<file path="config.mk">
export PLATFORM = sky130hd
export DESIGN_NAME = text_console_writer
export DESIGN_NICKNAME = d
export VERILOG_FILES = /design/src/rtl/text_console_writer.sv
export SDC_FILE = /design/constraint.sdc
export NUM_CORES = 1
export LEC_CHECK = 0
export ABC_AREA = 1
export CAP_MARGIN = 10
export CORE_MARGIN = 2
export CORE_UTILIZATION = 45
export CTS_BUF_LIST = sky130_fd_sc_hd__clkbuf_16
export CTS_CLUSTER_DIAMETER = 150
export CTS_CLUSTER_SIZE = 40
export DETAILED_ROUTE_END_ITERATION = 10
export GPL_TIMING_DRIVEN = 0
export PLACE_DENSITY = 0.67
export SLEW_MARGIN = 5
export SYNTH_ARGS = -nofsm -noshare
export SYNTH_HDL_FRONTEND = slang
export SYNTH_SLANG_ARGS = --single-unit
</file>
<file path="constraint.sdc">
create_clock -name clk_50mhz -period 2.6 [get_ports clk_50mhz]
set_input_delay 0.26 -clock clk_50mhz [delete_from_list [all_inputs] [get_ports clk_50mhz]]
set_output_delay 0.26 -clock clk_50mhz [all_outputs]
set_load 0.01 [all_outputs]
</file>
<file path="src/rtl/text_console_writer.sv">
// text_console_writer: byte-stream console feeding video memory port A, with cursor, control codes and scroll-by-top_row.
module text_console_writer #(
  parameter int COLS = 32,
  parameter int ROWS = 30,
  parameter logic [7:0] BLANK = 8'h20
) (
  input  logic        clk_50mhz,
  input  logic        rst,
  input  logic        char_valid,
  input  logic [7:0]  char_data,
  output logic        char_ready,
  output logic        vm_we,
  output logic [11:0] vm_addr,
  output logic [7:0]  vm_din,
  output logic [4:0]  cur_row,
  output logic [4:0]  cur_col,
  output logic [4:0]  top_row,
  output logic        busy
);
  localparam int CB = $clog2(COLS);
  localparam logic [9:0] LAST = 10'(ROWS * COLS - 1);
  localparam logic [4:0] RMAX = 5'(ROWS - 1);
  localparam logic [4:0] CMAX = 5'(COLS - 1);
  typedef enum logic [1:0] {IDLE, WRITE, CLR_LINE, CLR_SCREEN} state_t;
  state_t state, state_n;
  logic [9:0] cnt, cnt_n;
  logic [4:0] row_n, col_n, top_n, phys;
  logic [5:0] sum;
  logic [11:0] addr_n;
  logic [7:0] din_n;
  logic we_n, busy_n, bs, bs_n, nl, take;
  assign sum = {1'b0, top_row} + {1'b0, cur_row};
  assign phys = sum > 6'(ROWS - 1) ? 5'(sum - 6'(ROWS)) : sum[4:0];
  assign char_ready = state == IDLE;
  assign take = char_ready && char_valid;
  always_comb begin
    state_n = state;
    cnt_n = cnt;
    row_n = cur_row;
    col_n = cur_col;
    top_n = top_row;
    we_n = 1'b0;
    busy_n = 1'b0;
    addr_n = vm_addr;
    din_n = vm_din;
    bs_n = bs;
    nl = 1'b0;
    case (state)
      IDLE: if (take) begin
        if (char_data == 8'h0D) col_n = 5'd0;
        else if (char_data == 8'h0A) nl = 1'b1;
        else if (char_data == 8'h0C) begin
          state_n = CLR_SCREEN;
          cnt_n = 10'd0;
        end else if (char_data == 8'h08) begin
          if (cur_col != 5'd0) begin
            col_n = cur_col - 5'd1;
            we_n = 1'b1;
            addr_n = {2'b00, phys, cur_col - 5'd1};
            din_n = BLANK;
            bs_n = 1'b1;
            state_n = WRITE;
          end
        end else begin
          we_n = 1'b1;
          addr_n = {2'b00, phys, cur_col};
          din_n = char_data;
          bs_n = 1'b0;
          state_n = WRITE;
        end
      end
      // a backspace already moved the cursor when it was accepted
      WRITE: begin
        state_n = IDLE;
        if (!bs) begin
          col_n = cur_col == CMAX ? 5'd0 : cur_col + 5'd1;
          nl = cur_col == CMAX;
        end
      end
      CLR_LINE: begin
        we_n = 1'b1;
        busy_n = 1'b1;
        addr_n = {2'b00, phys, cnt[4:0]};
        din_n = BLANK;
        cnt_n = cnt + 10'd1;
        state_n = cnt[4:0] == CMAX ? IDLE : CLR_LINE;
      end
      CLR_SCREEN: begin
        we_n = 1'b1;
        busy_n = 1'b1;
        addr_n = {2'b00, 5'(cnt >> CB), 5'(cnt & 10'(COLS - 1))};
        din_n = BLANK;
        cnt_n = cnt + 10'd1;
        if (cnt == LAST) begin
          state_n = IDLE;
          row_n = 5'd0;
          col_n = 5'd0;
          top_n = 5'd0;
        end
      end
    endcase
    // at the bottom, scrolling moves top_row so phys now points at the stale old top row
    if (nl) begin
      if (cur_row != RMAX) begin
        row_n = cur_row + 5'd1;
        state_n = IDLE;
      end else begin
        top_n = top_row == RMAX ? 5'd0 : top_row + 5'd1;
        cnt_n = 10'd0;
        state_n = CLR_LINE;
      end
    end
  end
  always_ff @(posedge clk_50mhz or negedge rst) begin
    if (!rst) begin
      state <= CLR_SCREEN;
      cnt <= 10'd0;
      cur_row <= 5'd0;
      cur_col <= 5'd0;
      top_row <= 5'd0;
      vm_we <= 1'b0;
      vm_addr <= 12'd0;
      vm_din <= 8'd0;
      busy <= 1'b0;
      bs <= 1'b0;
    end else begin
      state <= state_n;
      cnt <= cnt_n;
      cur_row <= row_n;
      cur_col <= col_n;
      top_row <= top_n;
      vm_we <= we_n;
      vm_addr <= addr_n;
      vm_din <= din_n;
      busy <= busy_n;
      bs <= bs_n;
    end
  end
endmodule
</file>
==> results of run 1 <==
[worst max path at each step]
| stage | start | to | slack [ns] | depth (start not counted) |
|---|---|---|---|---|
| 6_report | cur_row[0] | vm_addr[7] | 0.44 | 9 |
| 5_1_grt | cur_row[0] | vm_addr[7] | 0.25 | 9 |
| 4_1_cts | cur_row[0] | vm_addr[7] | 0.41 | 9 |
| 3_5_place_dp | char_data[3] | top_row[2] | 0.42 | 9 |
| 3_3_place_gp | rst | top_row[1] | -0.12 | 1 |
| 2_1_floorplan | cur_row[0] | vm_addr[8] | 0.60 | 9 |
[flip-flops by register name, indices dropped and copies added (netlist names)]
| register | flops |
|---|---|
| bs | 1 |
| cnt | 10 |
| busy | 1 |
| cur_row | 5 |
| cur_col | 5 |
| state | 2 |
| vm_addr | 10 |
| vm_we | 1 |
| top_row | 5 |
| vm_din | 8 |
[cell families after synthesis]
family | after synthesis
and+or+nand+nor | 204
AOI/OAI and AO/OA | 65
buffers and inverters | 61
DFF | 48
adders and majority gates | 17
xor gates and xnor gates | 8
other | 1
[stage by stage]
| stage | cell area (µm²) | util, % | cells |
|---|---|---|---|
| after detailed placement | 3600 | 56.1 | 529 |
| after CTS | 3780 | 58.9 | 538 |
| after global routing | 3780 | 58.9 | 538 |
| after global placement | 3590 | 55.9 | 528 |
| after floorplan | 3030 | - | 405 |
| final | 3780 | 58.9 | 538 |
[layer usage]
layer	up-vias	global-route usage, %	part of all wire (%)
met5	-	0	0
met3	13	4.04	5.4
met2	69	35.9	47
met1	1238	29.5	46
li1	1424	-	-
met4	0	5.92	1.5
[placed cells by master, fill, tap and decap left out, types with 5 or more instances in the layout]
master / synthesis / layout
nand4_1: 6 / 6
o21ai_2: 5 / 5
nand3_1: 41 / 41
xor2_1: 5 / 5
nand2_1: 103 / 103
dfrtp_1: 46 / 46
ha_1: 16 / 16
nor2_1: 35 / 35
o21ai_0: 33 / 33
clkdlybuf4s50_1: 0 / 45
a21oi_1: 16 / 16
clkbuf_16: 0 / 5
nor3_1: 6 / 6
inv_1: 50 / 50
[worst reg2reg max path: stages, from the launching register on]
cell	delay, ns
dfrtp_1	0.47
ha_1	0.29
fa_1	0.41
xnor2_1	0.27
inv_1	0.07
ha_1	0.30
inv_1	0.05
nand2_1	0.05
nand3_1	0.08
a21oi_1	0.07
[timing repair]
| action | 4_1_cts | 5_1_grt |
|---|---|---|
| hold buffers | 1 | 0 |
| buffers inserted | 0 | 0 |
| hold endpoints to repair | 20 | 0 |
| resized for setup | 0 | 0 |
[area by class of cell]
class	count	area (µm²)	area share, %
multi-input combinational	296	1570	41.4
clock buffer	5	125	3.31
inverter	52	198	5.23
clock inverter	3	42.5	1.13
timing repair buffer	48	485	12.8
buffer	9	65.1	1.72
sequential	48	1200	31.8
tap	77	96.3	2.55
[report_power, final]
part	switching (mW)	internal (mW)	total [mW]
clock network	0.284	0.452	0.736
logic	0.0271	0.0203	0.0475
registers	0	0.747	0.747
==> results.toml, run 1 <==
[yosys]
syn_area_um2 = 3030
ys_seq_area_share_pct = 39.8
synth_top_area_share_pct = 38.0
synthMuxAreaShare_pct = 0
ys_ff_latch = 48
synthArstFlopShare_pct = 100
synthAdderAreaFrac_pct = 7.27
synth_ff_type = "dfrtp_1"
yosys.area_share.simple_pct = 29.6
synth.area.top_cells = "dfrtp_1 (38%), nand2_1 (13%), nand3_1 (6.8%)"
synth_xor_xnor_area_share_pct = 2.31
synth-edff-count = 0
yosysMostFrequentCell = "nand2_1"
postSynthAreaPerCell_um2 = 7.49
synth_cell_types = 34
synth-compound-area-share_pct = 12.3
synth_top_family_by_area = "simple AND/OR/NAND/NOR gates"
ys.warnings.count = 0
synth_cells = 404
synth_top_cell_by_area = "dfrtp_1"
synthTopCellsByCount = "nand2_1 (103), inv_1 (50), dfrtp_1 (46)"

[critical_path]
path_buf_inv = 2
r2r-start = "cur_row[0]"
path_cells = "ha_1 > fa_1 > xnor2_1 > inv_1 > ha_1 > inv_1 > nand2_1 > nand3_1 > a21oi_1"
slowest_stage = "dfrtp_1"
end_kind = "register"
start_kind = "register"
ff2ff_setup_slack_ns = 0.44
r2r_end = "vm_addr[7]"
arrival_ns = 2.34
path_max_fanout = 7
criticalPathCategory = "register to register"
max_stage_delay_ns = 0.47
worstPathRequired_ns = 2.78
path_delay_family = "adder cells"
ff2ff_path_depth = 9

[grt]
grt_pass1_wl_um = 12900
grt_pass1_vias = 2714
grt_use_total_pct = 21.8
antenna_found_initial = 0
grt_overflow_total = 0
grt_max_degree = 28

[run]
max-cap-violations = 0

[timing]
max_freq_mhz = 463
clock-skew-final_ns = 0.00423
fin_setup_tns_ns = 0
worst_pin_slew_ns = 0.528
period_needed_ns = 2.16
grt_setup_unrepaired = "no"
slew_headroom_pct = 64.8
fin_ws_ns = 0.438
period_share_pct = 83.1
slew_violations = 0
finalSetupViolCount = 0
hold_viol = 0
holdWs_ns = 0.474

[floorplanning]
die_w_um = 86.0
core.rowCount = 29
start_util_pct = 47.1
dieArea_um2 = 7400
io_pins = 49
core-area_um2 = 6420
die_height_um = 86.0

[pwr]
power.density_nw_per_um2 = 405
ir_drop_uv = 232
leakagePower_nw = 1.84
fin_total_pwr_mw = 1.53

[clock_tree]
clk_pin_slew_ns = 0.07
cts_tree = "built"
clock-sinks = 48
clk_latency_ns = 0.29
cts_buffer_depth = 2
htreeDepth = 2
cts-root-buf = "clkbuf_16"
cts_buffers = 5

[final_layout]
syn_to_final_growth_pct = 24.9
drive_above_1_share_pct = 8.46
diodes = 0
fillers = 596
nets = 488

[placement]
hpwl_um = 5420
gp_congestion = 0.871
dp_worst_setup_slack_ns = 0.421
port_buffers = 46

[routing]
viasPerCell = 5.10
wl_per_cell_um = 13.4
wirelength_um = 7230
drc_errors = 0
vias = 2744
drt-pass1-iter-count = 4
drt_iter0_markers = 165
drtAntennaViolNets = 0

[outcome]
status = "complete, no violations"

[min_path]
min_path_type = "primary input to asynchronous set/reset pin"
No activity file was read; power rests on OpenSTA's default activity.
==> run 2: changes to the inputs <==
==> constraint.sdc (replaced) <==
create_clock -name clk_50mhz -period 2.15 [get_ports clk_50mhz]
set_input_delay 0.215 -clock clk_50mhz [delete_from_list [all_inputs] [get_ports clk_50mhz]]
set_output_delay 0.215 -clock clk_50mhz [all_outputs]
set_load 0.01 [all_outputs]
==> run 2 against run 1 <==
- global-route usage is the same
- first-iteration DRC count is 8.5% lower
- setup slack got worse by 0.29 ns
- sequential share of layout area down 0.20 points
- die area is the same
==> results.toml, run 2 (synthesis results as in run 1) <==
[critical_path]
worstPathRequired_ns = 2.33
arrival_ns = 2.18
ff2ff_path_depth = 9
end_kind = "register"
path_max_fanout = 7
start_kind = "register"
criticalPathCategory = "register to register"

[clock_tree]
clock-sinks = 48
clk_pin_slew_ns = 0.07
cts_buffer_depth = 2
cts-root-buf = "clkbuf_16"
clk_latency_ns = 0.29
htreeDepth = 2
cts_tree = "built"
cts_buffers = 5

[timing]
hold_viol = 0
period_share_pct = 93.1
finalSetupViolCount = 0
fin_setup_tns_ns = 0
slew_violations = 0
period_needed_ns = 2.00
slew_headroom_pct = 65.6
max_freq_mhz = 500
fin_ws_ns = 0.149
clock-skew-final_ns = 0.00402
worst_pin_slew_ns = 0.516

[floorplanning]
core.rowCount = 29
dieArea_um2 = 7400
start_util_pct = 47.1
io_pins = 49
die_w_um = 86.0
core-area_um2 = 6420
die_height_um = 86.0

[grt]
grt_use_met2_pct = 35.9
grt_use_total_pct = 21.8
grt_pass1_wl_um = 12900
grt-busiest-layer = "met2"
antenna_found_initial = 0
grt_use_met1_pct = 29.5
grt_overflow_total = 0
grt_max_degree = 28
grtUsageMet3_pct = 4.04
grt_pass1_vias = 2714

[routing]
drc_errors = 0
drtAntennaViolNets = 0
drt-pass1-iter-count = 5
viasPerCell = 5.15
wl_per_cell_um = 13.6
wirelength_um = 7320
drt_iter0_markers = 151
vias = 2780

[final_layout]
largestRegisters = "cnt (10), vm_addr (10), vm_din (8)"
final_common_cell = "nand2_1"
diodes = 0
drive_above_1_share_pct = 10.8
nets = 490
stdcell_area_um2 = 3820
layout_common_cells = "nand2_1 (103), inv_1 (50), clkdlybuf4s50_1 (45)"
syn_to_final_growth_pct = 26.2
fillers = 586

[outcome]
status = "complete, no violations"

[pwr]
leakagePower_nw = 1.85
ir_drop_uv = 280
fin_total_pwr_mw = 1.85
power.density_nw_per_um2 = 485

[placement]
hpwl_um = 5420
dp_worst_setup_slack_ns = -0.0106
dpl-instance-area_um2 = 3600
port_buffers = 46
gp_congestion = 0.871

[min_path]
min_path_type = "primary input to asynchronous set/reset pin"

[run]
max-cap-violations = 0
==> run 2: cell types whose count changed in the layout (fill, tap and decap cells not counted), sizes merged <==
cell	previous run	this run
buf	8	10
==> run 2: report_power, final <==
part | total, mW | switching [mW] | internal, mW
sequential | 0.903 | 0 | 0.903
combinational | 0.0574 | 0.0328 | 0.0246
clock | 0.894 | 0.347 | 0.547
total | 1.85 | 0.380 | 1.47
==> run 2: layout make-up <==
type                       instances  area, µm²  share of cell area (%)
inverter                          52        198                    5.17
clock buffer                       5        125                    3.27
timing repair buffer              50        500                    13.1
tap                               77       96.3                    2.52
multi-input combinational        296       1590                    41.5
clock inverter                     3       42.5                    1.11
buffer                             9       65.1                    1.70
sequential                        48       1210                    31.6
==> run 2: routing by layer <==
| layer | routed length [µm] | part of all wire (%) | vias up |
|---|---|---|---|
| met5 | 0 | 0 | - |
| met4 | 110 | 1.5 | 0 |
| met3 | 351 | 4.8 | 13 |
| met2 | 3490 | 48 | 74 |
| met1 | 3370 | 46 | 1267 |
| li1 | - | - | 1426 |
==> run 2: what timing repair did <==
action                                 in CTS  in global routing
hold buffers                                1                  0
gates resized for setup                     2                  7
pin swaps                                   0                  1
endpoints found under the hold margin      20                  0
setup endpoints to repair                   2                  6
setup buffers                               0                  2
==> run 2: metrics by stage <==
step | hold WS, ns | util, % | instances
2_1_floorplan | -0.0806 | - | 405
5_1_grt | 0.475 | 59.5 | 540
3_3_place_gp | 0.456 | 55.9 | 528
3_5_place_dp | 0.221 | 56.1 | 529
4_1_cts | 0.454 | 59.0 | 538
6_report | 0.423 | 59.5 | 540
==> run 2: worst paths after layout <==
check | end | start | slack, ns
hold reg to reg | vm_addr[2] | vm_addr[2] | 0.48
max in group asynchronous | state[1] | rst | 1.13
setup reg to reg | vm_addr[7] | top_row[0] | 0.15
setup / recovery | vm_addr[7] | top_row[0] | 0.15
hold / removal | cur_col[3] | rst | 0.42
min in group clk_50mhz | vm_addr[2] | vm_addr[2] | 0.48
==> run 2: worst max-delay path, stage by stage, from the launching register on <==
cell     delay, ns
dfrtp_2       0.46
ha_1          0.25
fa_2          0.37
xnor2_2       0.20
inv_1         0.07
ha_1          0.30
inv_1         0.05
nand2_1       0.05
nand3_1       0.08
a21oi_1       0.07
==> run 3: changes to the inputs <==
--- a/config.mk
+++ b/config.mk
@@ -11,7 +11,6 @@
 export CORE_UTILIZATION = 45
 export CTS_BUF_LIST = sky130_fd_sc_hd__clkbuf_16
 export CTS_CLUSTER_DIAMETER = 150
-export CTS_CLUSTER_SIZE = 40
 export DETAILED_ROUTE_END_ITERATION = 10
 export GPL_TIMING_DRIVEN = 0
 export PLACE_DENSITY = 0.67
==> results of run 3 <==
No change in the layout: final DEF, timing and power equal those of run 2.
